## src/rtl/adc_sample_averager.sv

```systemverilog
// Per-channel ADC sample averager: accumulates 2^AVG_LOG2 samples per channel
// and queues {channel, average} results in a small FIFO with a ready/valid output.
module adc_sample_averager #(
    parameter int AVG_LOG2   = 3,
    parameter int CHANNELS   = 9,
    parameter int FIFO_DEPTH = 4
) (
    input  logic        clk_clk,
    input  logic        reset_reset_n,
    input  logic        modular_adc_0_response_valid,
    input  logic [4:0]  modular_adc_0_response_channel,
    input  logic [11:0] modular_adc_0_response_data,
    output logic        avg_valid,
    input  logic        avg_ready,
    output logic [4:0]  avg_channel,
    output logic [11:0] avg_data,
    output logic [7:0]  drop_count,
    output logic [7:0]  bad_ch_count
);

    localparam int DATA_W = 12;
    localparam int ACC_W  = DATA_W + AVG_LOG2;
    localparam int CNT_W  = (AVG_LOG2 == 0) ? 1 : AVG_LOG2;
    localparam int PTR_W  = (FIFO_DEPTH > 1) ? $clog2(FIFO_DEPTH) : 1;
    localparam int OCC_W  = PTR_W + 1;
    localparam logic [CNT_W-1:0] CNT_LAST = CNT_W'((1 << AVG_LOG2) - 1);
    localparam logic [5:0]       CH_LIM   = 6'(CHANNELS);
    localparam logic [OCC_W-1:0] OCC_FULL = OCC_W'(FIFO_DEPTH);

    function automatic logic [DATA_W-1:0] avg_trunc(input logic [ACC_W-1:0] s);
        return DATA_W'(s >> AVG_LOG2);
    endfunction

    function automatic logic [7:0] sat_inc(input logic [7:0] v);
        return (v == 8'hFF) ? v : v + 8'd1;
    endfunction

    // Reset asserts asynchronously; sample acceptance waits for a synchronised release.
    logic [1:0] rst_sync;
    logic       run_en;

    always_ff @(posedge clk_clk or negedge reset_reset_n) begin
        if (!reset_reset_n) rst_sync <= 2'b00;
        else                rst_sync <= {rst_sync[0], 1'b1};
    end

    assign run_en = rst_sync[1];

    logic [ACC_W-1:0] acc [CHANNELS];
    logic [CNT_W-1:0] cnt [CHANNELS];

    logic              vld_p0;
    logic              ch_ok_p0;
    logic              last_p0;
    logic              push_p0;
    logic              bad_p0;
    logic [ACC_W-1:0]  acc_sel_p0;
    logic [CNT_W-1:0]  cnt_sel_p0;
    logic [ACC_W-1:0]  sum_p0;
    logic [DATA_W-1:0] result_p0;

    always_comb begin
        acc_sel_p0 = '0;
        cnt_sel_p0 = '0;
        for (int c = 0; c < CHANNELS; c++) begin
            if (modular_adc_0_response_channel == 5'(c)) begin
                acc_sel_p0 = acc[c];
                cnt_sel_p0 = cnt[c];
            end
        end
    end

    assign vld_p0    = run_en & modular_adc_0_response_valid;
    assign ch_ok_p0  = {1'b0, modular_adc_0_response_channel} < CH_LIM;
    assign sum_p0    = acc_sel_p0 + ACC_W'(modular_adc_0_response_data);
    assign last_p0   = (cnt_sel_p0 == CNT_LAST);
    assign push_p0   = vld_p0 & ch_ok_p0 & last_p0;
    assign bad_p0    = vld_p0 & ~ch_ok_p0;
    assign result_p0 = avg_trunc(sum_p0);

    // Stage p0 -> accumulator state
    always_ff @(posedge clk_clk or negedge reset_reset_n) begin
        if (!reset_reset_n) begin
            for (int c = 0; c < CHANNELS; c++) begin
                acc[c] <= '0;
                cnt[c] <= '0;
            end
        end else begin
            for (int c = 0; c < CHANNELS; c++) begin
                if (vld_p0 && ch_ok_p0 && (modular_adc_0_response_channel == 5'(c))) begin
                    if (last_p0) begin
                        acc[c] <= '0;
                        cnt[c] <= '0;
                    end else begin
                        acc[c] <= sum_p0;
                        cnt[c] <= cnt[c] + CNT_W'(1);
                    end
                end
            end
        end
    end

    logic [4:0]        mem_ch   [FIFO_DEPTH];
    logic [DATA_W-1:0] mem_data [FIFO_DEPTH];
    logic [PTR_W-1:0]  wr_ptr;
    logic [PTR_W-1:0]  rd_ptr;
    logic [OCC_W-1:0]  occ;
    logic              full;
    logic              pop;
    logic              do_push;
    logic              drop;

    assign full    = (occ == OCC_FULL);
    assign pop     = avg_valid & avg_ready;
    // A full FIFO still takes a push when the head leaves in the same cycle.
    assign do_push = push_p0 & (~full | pop);
    assign drop    = push_p0 & full & ~pop;

    always_ff @(posedge clk_clk) begin
        if (do_push) begin
            mem_ch[wr_ptr]   <= modular_adc_0_response_channel;
            mem_data[wr_ptr] <= result_p0;
        end
    end

    always_ff @(posedge clk_clk or negedge reset_reset_n) begin
        if (!reset_reset_n) begin
            wr_ptr       <= '0;
            rd_ptr       <= '0;
            occ          <= '0;
            drop_count   <= '0;
            bad_ch_count <= '0;
        end else begin
            if (do_push) wr_ptr <= wr_ptr + PTR_W'(1);
            if (pop)     rd_ptr <= rd_ptr + PTR_W'(1);
            case ({do_push, pop})
                2'b10:   occ <= occ + OCC_W'(1);
                2'b01:   occ <= occ - OCC_W'(1);
                default: occ <= occ;
            endcase
            if (drop)   drop_count   <= sat_inc(drop_count);
            if (bad_p0) bad_ch_count <= sat_inc(bad_ch_count);
        end
    end

    // Head fields are masked so an empty or freshly reset FIFO presents zeros.
    assign avg_valid   = (occ != '0);
    assign avg_channel = avg_valid ? mem_ch[rd_ptr]   : '0;
    assign avg_data    = avg_valid ? mem_data[rd_ptr] : '0;

endmodule
```

## config.mk

```make
export PLATFORM = sky130hd
export DESIGN_NAME = adc_sample_averager
export DESIGN_NICKNAME = d
export VERILOG_FILES = /design/src/rtl/adc_sample_averager.sv
export SDC_FILE = /design/constraint.sdc
export NUM_CORES = 1
export LEC_CHECK = 0
export BUFFER_PORTS_ARGS = -buffer_cell sky130_fd_sc_hd__buf_2
export CORE_MARGIN = 8
export CORE_UTILIZATION = 50
export DETAILED_ROUTE_END_ITERATION = 8
export GPL_TIMING_DRIVEN = 0
export MAX_ROUTING_LAYER = met4
export PLACE_DENSITY = 0.67
export SYNTH_ARGS = -nofsm -noshare
export SYNTH_HDL_FRONTEND = slang
export SYNTH_SLANG_ARGS = --single-unit
```

## constraint.sdc

```tcl
create_clock -name clk_clk -period 8.99 [get_ports clk_clk]
set_input_delay 0.899 -clock clk_clk [delete_from_list [all_inputs] [get_ports clk_clk]]
set_output_delay 0.899 -clock clk_clk [all_outputs]
set_load 0.02 [all_outputs]
```

==> impl_metrics.ini, run 1 <==
[drt]
dr.pass1.iters = 5
met3_length_um = 1730
drt-met1-wl_um = 12300
wl_met2_um = 13300
antenna_left = 0
routed_wl_um = 27800
drt_iter0_drc = 732
vias = 8511
highest_layer = met4
drc_errors = 0
routedWlPerCell_um = 18.5
routed_via_density = 5.65

[yosys]
synth_fp_nets = 1135
ys_types = 76
synth_seq_cells = 255
synth_ff_type = dfrtp_1
avgSynthCellArea_um2 = 10.9
ys_seq_area_share_pct = 57.1
yosys_warnings = 0
synth_edf_count = 68
syn_inst = 1083
async_flop_share_pct = 73.3
syn_area_um2 = 11800

[setup_path]
critical_path.slowest_cell = o311ai_2
critical-path-max-stage-delay_ps = 770
required_ps = 9360
worstPathArrival_ps = 6240
critPathLaunch = modular_adc_0_response_channel[3]
worst_setup_path_end_kind = flop
r2r_cells = 12
r2r-end = mem_data[3][10]$_DFFE_PP_
critPathCapture = acc[89]$_DFFE_PN0P_
r2r-start = acc[79]$_DFFE_PN0P_
cp_max_fo = 10
path_cells = buf_2 > buf_2 > or3_1 > buf_2 > nor2_1 > clkbuf_1 > a22oi_1 > a31oi_1 > a21oi_1 > a31oi_1 > ha_1 > inv_1 > fa_1 > nor2b_1 > o31ai_1 > a41oi_1 > o2111ai_1 > and2_1 > o311ai_2 > a31oi_1
path_class = in2reg
startpoint_type = primary input
reg2reg_slack_ps = 4760

[clocking]
cts_buffer_depth = 3
cts-root-buf = clkbuf_16
cts_tree = built
post_cts_buffers = 0
cts_hold_buffers = 0
htree_levels = 1
worstSkewPairLatency_ps = 540
ctsResizeCount = 0
cts_buffers = 27
numClockSinks = 255
clk_pin_slew_ps = 60

[global_routing]
grt_pass1_vias = 8680
grt_pass1_wl_um = 46700
overflow = 0
grt_max_degree = 102
grt.total_usage_pct = 20.7
grt_antenna_before_repair = 0

[sta]
post-route-period-util_pct = 65.4
fmax_mhz = 170
period_needed_ps = 5880
setup_tns_ps = 0
final_max_slew_viol_count = 0
hold_violations = 0
max_slew_margin_pct = 26.5
setup_viol = 0
rsz0062_at_grt = false
fin_skew_ps = 18.4
hold_ws_ps = 335
worstMarginPinSlew_ps = 1090

[die]
initial_core_util_pct = 50.5
die_w_um = 170
fp.dieH_um = 170
fp-row-count = 56
dieArea_um2 = 28700
num_io_pins = 55
core-area_um2 = 23300

[placement]
place_congestion = 0.847
port_buffers = 54
dp_hpwl_um = 20200

[power]
pwr-share-clk_pct = 39.4
power.density_nw_per_um2 = 226
p_switching_mw = 0.810
comb_power_share_pct = 17.1
power.leakage_nw = 5.81
internal-power_mw = 2.23
p_seq_share_pct = 43.5
peakVddDrop_mv = 0.145
netSwitchingFraction_pct = 26.7

[cells_and_area]
layout-drive-gt1-share_pct = 13.3
seqCellArea_um2 = 6720
area_delta_synth_final_pct = 14.2
final_common_cell = dfrtp_1
num_antenna_cells = 0
nFillCells = 2036
final_nets = 1219
layout_common_cells = dfrtp_1, nand2_1, o21ai_0, edfxtp_1, nor2_1
multi_input_area_um2 = 4770

[min_path]
hp-class = in2async

[flow_run]
drv_cap = 0

[outcome]
status = finished clean
## layout make-up
type,count,area share [%]
Clock buffer,35,5.45
Sequential cell,255,49.9
Timing Repair Buffer,55,2.29
Multi-Input combinational cell,756,35.4
Tap cell,319,2.97
Clock inverter,15,1.70
Buffer,58,1.82
Inverter,14,0.391
## worst max-delay path: cells and delay by family
family / cells / cell delay, ps
AOI/OAI and AO/OA: 9 / 2390
adders and majority gates: 2 / 600
buffers and inverters: 5 / 1080
and+or+nand+nor: 4 / 1250
## per-stage QoR
| step | total power, mW | worst slack, ps | cells | area [um^2] | utilization (%) |
|---|---|---|---|---|---|
| after CTS | 3.07 | 3200 | 1507 | 13500 | 57.6 |
| final | 3.04 | 3110 | 1507 | 13500 | 57.7 |
| after global routing | 3.18 | 2770 | 1507 | 13500 | 57.7 |
| after detailed placement | 1.87 | 2680 | 1457 | 12500 | 53.5 |
| after floorplan | 1.69 | 4090 | 1083 | 11800 | - |
| after global placement | 1.85 | 2690 | 1456 | 12500 | 53.4 |
## kinds of logic (layout without fill, tap and decap cells)
logic type               count (synthesis)  count (layout)  synth area share, %
other                                    1               1               0.0318
XOR/XNOR                                38              38                 2.82
flip-flops                             255             255                 57.1
AO/OA/AOI/OAI                          301             301                 15.6
buffers and inverters                   72             177                 2.53
AND/OR/NAND/NOR                        351             351                 13.7
multiplexers                            34              34                 4.85
adder cells (fa/ha/maj)                 31              31                 3.42
## synth_stat cells, drive strengths merged (6+ instances only)
master | number | area share [%]
a22oi | 32 | 2.0
o21ai | 150 | 6.4
nor3 | 11 | 0.61
xor2 | 14 | 1.0
mux2 | 15 | 1.4
nor2b | 7 | 0.37
a21o | 10 | 0.64
clkbuf | 46 | 1.5
and2 | 29 | 1.5
mux4 | 17 | 3.2
inv | 14 | 0.45
a31oi | 32 | 1.7
nand2 | 186 | 5.9
ha | 29 | 3.1
nand3 | 18 | 0.76
nor2 | 65 | 2.1
xnor2 | 24 | 1.8
dfrtp | 187 | 40
a21oi | 25 | 1.1
a211oi | 6 | 0.42
edfxtp | 68 | 17
o21a | 9 | 0.57
buf | 12 | 0.62
## how the worst min path moves through the flow
stage | end | slack, ps | depth (start not counted)
5_1_grt | rst_sync[1]$_DFF_PN0_ | 350 | 0
3_3_place_gp | rst_sync[1]$_DFF_PN0_ | 330 | 0
4_1_cts | rst_sync[1]$_DFF_PN0_ | 350 | 0
6_report | bad_ch_count[1]$_DFFE_PN0P_ | 340 | 1
3_5_place_dp | rst_sync[1]$_DFF_PN0_ | 340 | 0
2_1_floorplan | rst_sync[1]$_DFF_PN0_ | 330 | 0
## state kept, by name, summed over array words and instances, names as in the netlist
| name | cells |
|---|---|
| mem_ch | 20 |
| occ | 3 |
| mem_data | 48 |
| cnt | 27 |
| rst_sync | 2 |
| acc | 135 |
| bad_ch_count | 8 |
| rd_ptr | 2 |
| drop_count | 8 |
| wr_ptr | 2 |
## power by group through the flow
stage	clock network (mW)	registers, mW	logic [mW]
3_5_place_dp	0	1.34	0.526
6_report	1.20	1.32	0.519
5_1_grt	1.27	1.33	0.580
3_3_place_gp	0	1.34	0.513
4_1_cts	1.22	1.32	0.530
2_1_floorplan	0	1.34	0.352
## per-layer routing
layer,vias to the layer above,track usage (%)
met5,-,-
met4,0,5.08
met3,43,3.14
met2,223,33.5
met1,4170,27.2
li1,4075,-
(Power assumes the default switching activity.)
==> run 2, diff against run 1 <==
--- a/config.mk
+++ b/config.mk
@@ -11,7 +11,7 @@
 export DETAILED_ROUTE_END_ITERATION = 8
 export GPL_TIMING_DRIVEN = 0
 export MAX_ROUTING_LAYER = met4
-export PLACE_DENSITY = 0.67
+export PLACE_DENSITY = 0.7
 export SYNTH_ARGS = -nofsm -noshare
 export SYNTH_HDL_FRONTEND = slang
 export SYNTH_SLANG_ARGS = --single-unit
==> constraint.sdc (replaced) <==
create_clock -name clk_clk -period 4.8 [get_ports clk_clk]
set_input_delay 0.48 -clock clk_clk [delete_from_list [all_inputs] [get_ports clk_clk]]
set_output_delay 0.48 -clock clk_clk [all_outputs]
set_load 0.02 [all_outputs]
==> run 2 against run 1 <==
Compared with the run above:
- core utilization up 0.23 points
- die area unchanged
- combinational power up 89%
- hold slack worse by 140 ps
- critical path depth up 1
- final area up 0.40%
- first-iteration DRC count down 20%
- setup slack worse by 2900 ps
- sequential power up 87%
- clock skew down 0.91 ps
- power up 81%
==> impl_metrics.ini, run 2 (synthesis gave the netlist of run 1 again) <==
[outcome]
status = finished clean

[drt]
dr.pass1.iters = 5
routed_wl_um = 27400
drc_errors = 0
antenna_left = 0
highest_layer = met4
met3_length_um = 1500
drt_iter0_drc = 584
routedWlPerCell_um = 18.1
vias = 8420
wl_met2_um = 13100
drt-met1-wl_um = 12400
routed_via_density = 5.57

[setup_path]
path_class = in2reg
worstPathArrival_ps = 5000
required_ps = 5240
cp_max_fo = 10
worst_setup_path_end_kind = flop
startpoint_type = primary input

[global_routing]
grt_max_degree = 98
overflow = 0
grt_antenna_before_repair = 0
grt_pass1_vias = 8460
grt_pass1_wl_um = 44600
grt.total_usage_pct = 19.8

[die]
initial_core_util_pct = 50.5
fp.dieH_um = 170
num_io_pins = 55
dieArea_um2 = 28700
die_w_um = 170
fp-row-count = 56
core-area_um2 = 23300

[clocking]
cts_buffers = 26
cts_tree = built
numClockSinks = 255
htree_levels = 1
cts_buffer_depth = 3
cts-root-buf = clkbuf_16
clk_pin_slew_ps = 60
worstSkewPairLatency_ps = 530

[sta]
post-route-period-util_pct = 94.8
setup_tns_ps = 0
worstMarginPinSlew_ps = 945
fin_ws_ps = 247
period_needed_ps = 4550
final_max_slew_viol_count = 0
rsz0062_at_grt = false
max_slew_margin_pct = 36.5
setup_viol = 0
fin_skew_ps = 17.5
hold_violations = 0
fmax_mhz = 220

[cells_and_area]
final_common_cell = dfrtp_1
num_antenna_cells = 0
largest_register_ffs = 135
final_nets = 1225
top_regs = acc (135), mem_data (48), cnt (27)
layout_common_cells = dfrtp_1, nand2_1, o21ai_0, edfxtp_1, buf_2
layout-drive-gt1-share_pct = 14.8
area_delta_synth_final_pct = 14.7
largest-register = acc
layoutNonFillerInstCount = 1512

[placement]
dp_cells = 1457
port_buffers = 54
place_congestion = 0.864
dp_hpwl_um = 19900
place_ws_ps = -1050

[power]
peakVddDrop_mv = 0.198
power.leakage_nw = 5.82
power.density_nw_per_um2 = 407
total_power_mw = 5.50

[flow_run]
drv_cap = 0

[min_path]
hp-class = in2reg
## run 2: changes by cell type in the layout (fill, tap and decap cells not counted), sizes merged
cell | previous run | this run
buf | 67 | 75
clkbuf | 81 | 73
clkinv | 7 | 11
clkinvlp | 1 | 5
bufinv | 6 | 3
dlygate4sd3 | 0 | 1
inv | 15 | 14
## run 2: area by class of cell
type	count	area (um^2)
fillers	2012	9820
flip-flops and latches	255	6720
multi-input cells	756	4840
clock buffers	29	693
well taps	319	399
repair buffers	62	363
plain buffers	58	263
clock inverters	19	175
inverters	14	52.6
## run 2: repair_timing
action	CTS	global route
endpoints found under the hold margin	56	0
endpoints found under the setup margin	48	48
gates cloned	0	0
buffers inserted	0	6
resized for setup	11	19
hold buffers	1	0
pin swaps	0	5
## run 2: final timing paths
check / slack, ps / startpoint / to / depth (start not counted)
max: 250 / modular_adc_0_response_channel[3] / acc[134]$_DFFE_PN0P_ / 21
min in group asynchronous: 570 / reset_reset_n / acc[96]$_DFFE_PN0P_ / 2
max in group asynchronous: 3310 / reset_reset_n / cnt[4]$_DFFE_PN0P_ / 3
max reg2reg: 840 / acc[79]$_DFFE_PN0P_ / acc[134]$_DFFE_PN0P_ / 13
min reg2reg: 360 / rst_sync[0]$_DFF_PN0_ / rst_sync[1]$_DFF_PN0_ / 0
min: 200 / modular_adc_0_response_channel[1] / mem_ch[1][1]$_DFFE_PP_ / 1
## run 2: metal layers
metal,vias to the layer above,GRT usage [%]
met3,29,3.56
met1,4120,25.7
met5,-,-
met2,193,31.8
li1,4078,-
met4,0,4.96
## run 2: metrics by stage
stage / hold slack [ps] / cell area (um^2) / utilization [%]
floorplan: 184 / 11800 / -
global placement: 332 / 12500 / 53.4
detailed placement: 345 / 12500 / 53.5
CTS: 173 / 13400 / 57.5
global route: 172 / 13500 / 57.9
finish: 196 / 13500 / 57.9
## run 2: worst max-delay path: stages
cell and delay, ps:
buf_2 140, buf_2 210, or3_1 380, buf_2 210
nor2_4 210, buf_4 210, a22oi_1 120, a31oi_1 240
a21oi_1 90, a31oi_1 210, ha_1 220, inv_1 70
fa_1 400, nor2b_1 180, o31ai_1 140, a41oi_2 260
o2111ai_2 180, a21oi_2 190, or4b_1 440, buf_2 200
a31oi_1 190
## run 2: power by group
group	internal (mW)	switching, mW
Clock	1.20	0.843
Combinational	0.405	0.575
Sequential	2.37	0.0992
==> run 3, diff against run 2 <==
--- a/config.mk
+++ b/config.mk
@@ -11,7 +11,7 @@
 export DETAILED_ROUTE_END_ITERATION = 8
 export GPL_TIMING_DRIVEN = 0
 export MAX_ROUTING_LAYER = met4
-export PLACE_DENSITY = 0.7
+export PLACE_DENSITY = 0.67
 export SYNTH_ARGS = -nofsm -noshare
 export SYNTH_HDL_FRONTEND = slang
 export SYNTH_SLANG_ARGS = --single-unit
==> constraint.sdc (replaced) <==
create_clock -name clk_clk -period 4.7 [get_ports clk_clk]
set_input_delay 0.47 -clock clk_clk [delete_from_list [all_inputs] [get_ports clk_clk]]
set_output_delay 0.47 -clock clk_clk [all_outputs]
set_load 0.02 [all_outputs]
==> run 3 against run 2 <==
Compared with the run above:
- final area up 1.6%
- clock-buffer cell count up 6
- cell count up 0.66%
- combinational power about the same
- sequential cell count unchanged
- first-iteration DRC count up 20%
- clock power up 12%
- register-to-register slack worse by 190 ps
- critical path type unchanged
==> impl_metrics.ini, run 3 (synthesis gave the netlist of run 1 again) <==
[global_routing]
grt_max_degree = 102
overflow = 0
grt_pass1_vias = 8693
grt.total_usage_pct = 20.8
grt_pass1_wl_um = 46900
grt_antenna_before_repair = 0

[cells_and_area]
largest_register_ffs = 135
layoutNonFillerInstCount = 1522
area_delta_synth_final_pct = 16.5
final_area_um2 = 13700
largest-register = acc
final_nets = 1234
nFillCells = 2003
layout_common_cells = dfrtp_1, nand2_1, o21ai_0, edfxtp_1, nor2_1
final_common_cell = dfrtp_1
num_antenna_cells = 0
layout-drive-gt1-share_pct = 16.0
top_regs = acc (135), mem_data (48), cnt (27)

[sta]
post-route-period-util_pct = 95.9
fmax_mhz = 222
final_max_slew_viol_count = 0
hold_ws_ps = 166
hold_violations = 0
setup_viol = 0
fin_skew_ps = 16.5
period_needed_ps = 4510
worstMarginPinSlew_ps = 1130
max_slew_margin_pct = 23.9

[power]
power.density_nw_per_um2 = 425
total_power_mw = 5.83
power.leakage_nw = 5.93
peakVddDrop_mv = 0.281

[clocking]
worstSkewPairLatency_ps = 540
htree_levels = 1
cts_tree = built
cts_buffers = 27
clk_pin_slew_ps = 60
numClockSinks = 255
cts-root-buf = clkbuf_16
cts_buffer_depth = 3

[die]
fp.dieH_um = 170
die_w_um = 170
initial_core_util_pct = 50.5
dieArea_um2 = 28700
fp-row-count = 56
num_io_pins = 55
core-area_um2 = 23300

[flow_run]
drv_cap = 0

[setup_path]
reg2reg_slack_ps = 650
worst_setup_path_end_kind = flop
required_ps = 4950
path_class = in2reg
cp_max_fo = 10
worstPathArrival_ps = 4760
startpoint_type = primary input

[placement]
place_congestion = 0.847
dp_cells = 1457
port_buffers = 54
dp_hpwl_um = 20200
dpl-instance-area_um2 = 12500

[drt]
dr.pass1.iters = 5
drt_iter0_drc = 702
vias = 8589
routed_via_density = 5.64
routed_wl_um = 28200
antenna_left = 0
drc_errors = 0
routedWlPerCell_um = 18.5

[outcome]
status = finished clean

[min_path]
hp-class = in2reg
-- run 3: cell count changes in the layout (fill, tap and decap cells not counted), sizes merged --
cell / change
buf: +8
clkbuf: +6
clkinv: -4
clkinvlp: -4
bufinv: +3
inv: +1
-- run 3: power breakdown --
| group | internal (mW) | switching (mW) |
|---|---|---|
| registers | 2.43 | 0.103 |
| clock network | 1.43 | 0.862 |
| logic | 0.419 | 0.593 |
-- run 3: worst paths after layout --
check,from,endpoint,cells after the start
hold reg to reg,rst_sync[0]$_DFF_PN0_,rst_sync[1]$_DFF_PN0_,0
max in group asynchronous,reset_reset_n,acc[35]$_DFFE_PN0P_,3
setup reg to reg,acc[79]$_DFFE_PN0P_,mem_data[3][10]$_DFFE_PP_,12
setup / recovery,modular_adc_0_response_channel[3],mem_data[3][10]$_DFFE_PP_,18
min in group asynchronous,reset_reset_n,bad_ch_count[1]$_DFFE_PN0P_,2
hold / removal,modular_adc_0_response_channel[1],mem_ch[0][1]$_DFFE_PP_,1
-- run 3: per-stage QoR --
step / setup TNS, ps / setup slack, ps / utilization, %
2_1_floorplan: 0 / 228 / -
3_5_place_dp: -77280 / -1180 / 53.5
4_1_cts: 0 / 65.0 / 58.0
5_1_grt: -51.1 / -37.0 / 58.8
6_report: 0 / 191 / 58.8
3_3_place_gp: -71330 / -1170 / 53.4
-- run 3: final cells by class --
cell class / count / area (um^2) / share of cell area (%)
repair buffers: 70 / 423 / 3.08
clock inverters: 15 / 229 / 1.67
well taps: 319 / 399 / 2.91
multi-input cells: 756 / 4890 / 35.6
inverters: 14 / 52.6 / 0.383
flip-flops and latches: 255 / 6720 / 49.0
clock buffers: 35 / 733 / 5.34
plain buffers: 58 / 279 / 2.03
-- run 3: timing repair --
| item | CTS | global route |
|---|---|---|
| pin swaps | 1 | 8 |
| hold buffers | 1 | 0 |
| setup endpoints to repair | 70 | 73 |
| buffers inserted | 0 | 14 |
| gates resized for setup | 16 | 32 |
| hold endpoints to repair | 86 | 0 |
-- run 3: per-layer routing --
metal  wire length, um  up-vias  global-route usage, %
li1                  -     4106                      -
met1             12500     4231                   27.3
met2             13500      206                   33.8
met3              1600       46                   3.14
met4               519        0                   4.77
met5                 0        -                      -
-- run 3: critical path, cell delays in order --
cell and delay, ps:
buf_2 160, buf_4 230, or3_1 130, clkbuf_4 220, nor3_4 80, buf_4 140, a222oi_1 400, a31oi_1 200
a2111oi_0 510, nor2_1 160, ha_1 380, nor2_1 70, a221oi_1 270, a221o_1 280, o221ai_1 180, a21oi_1 400
xor2_4 330, inv_1 140
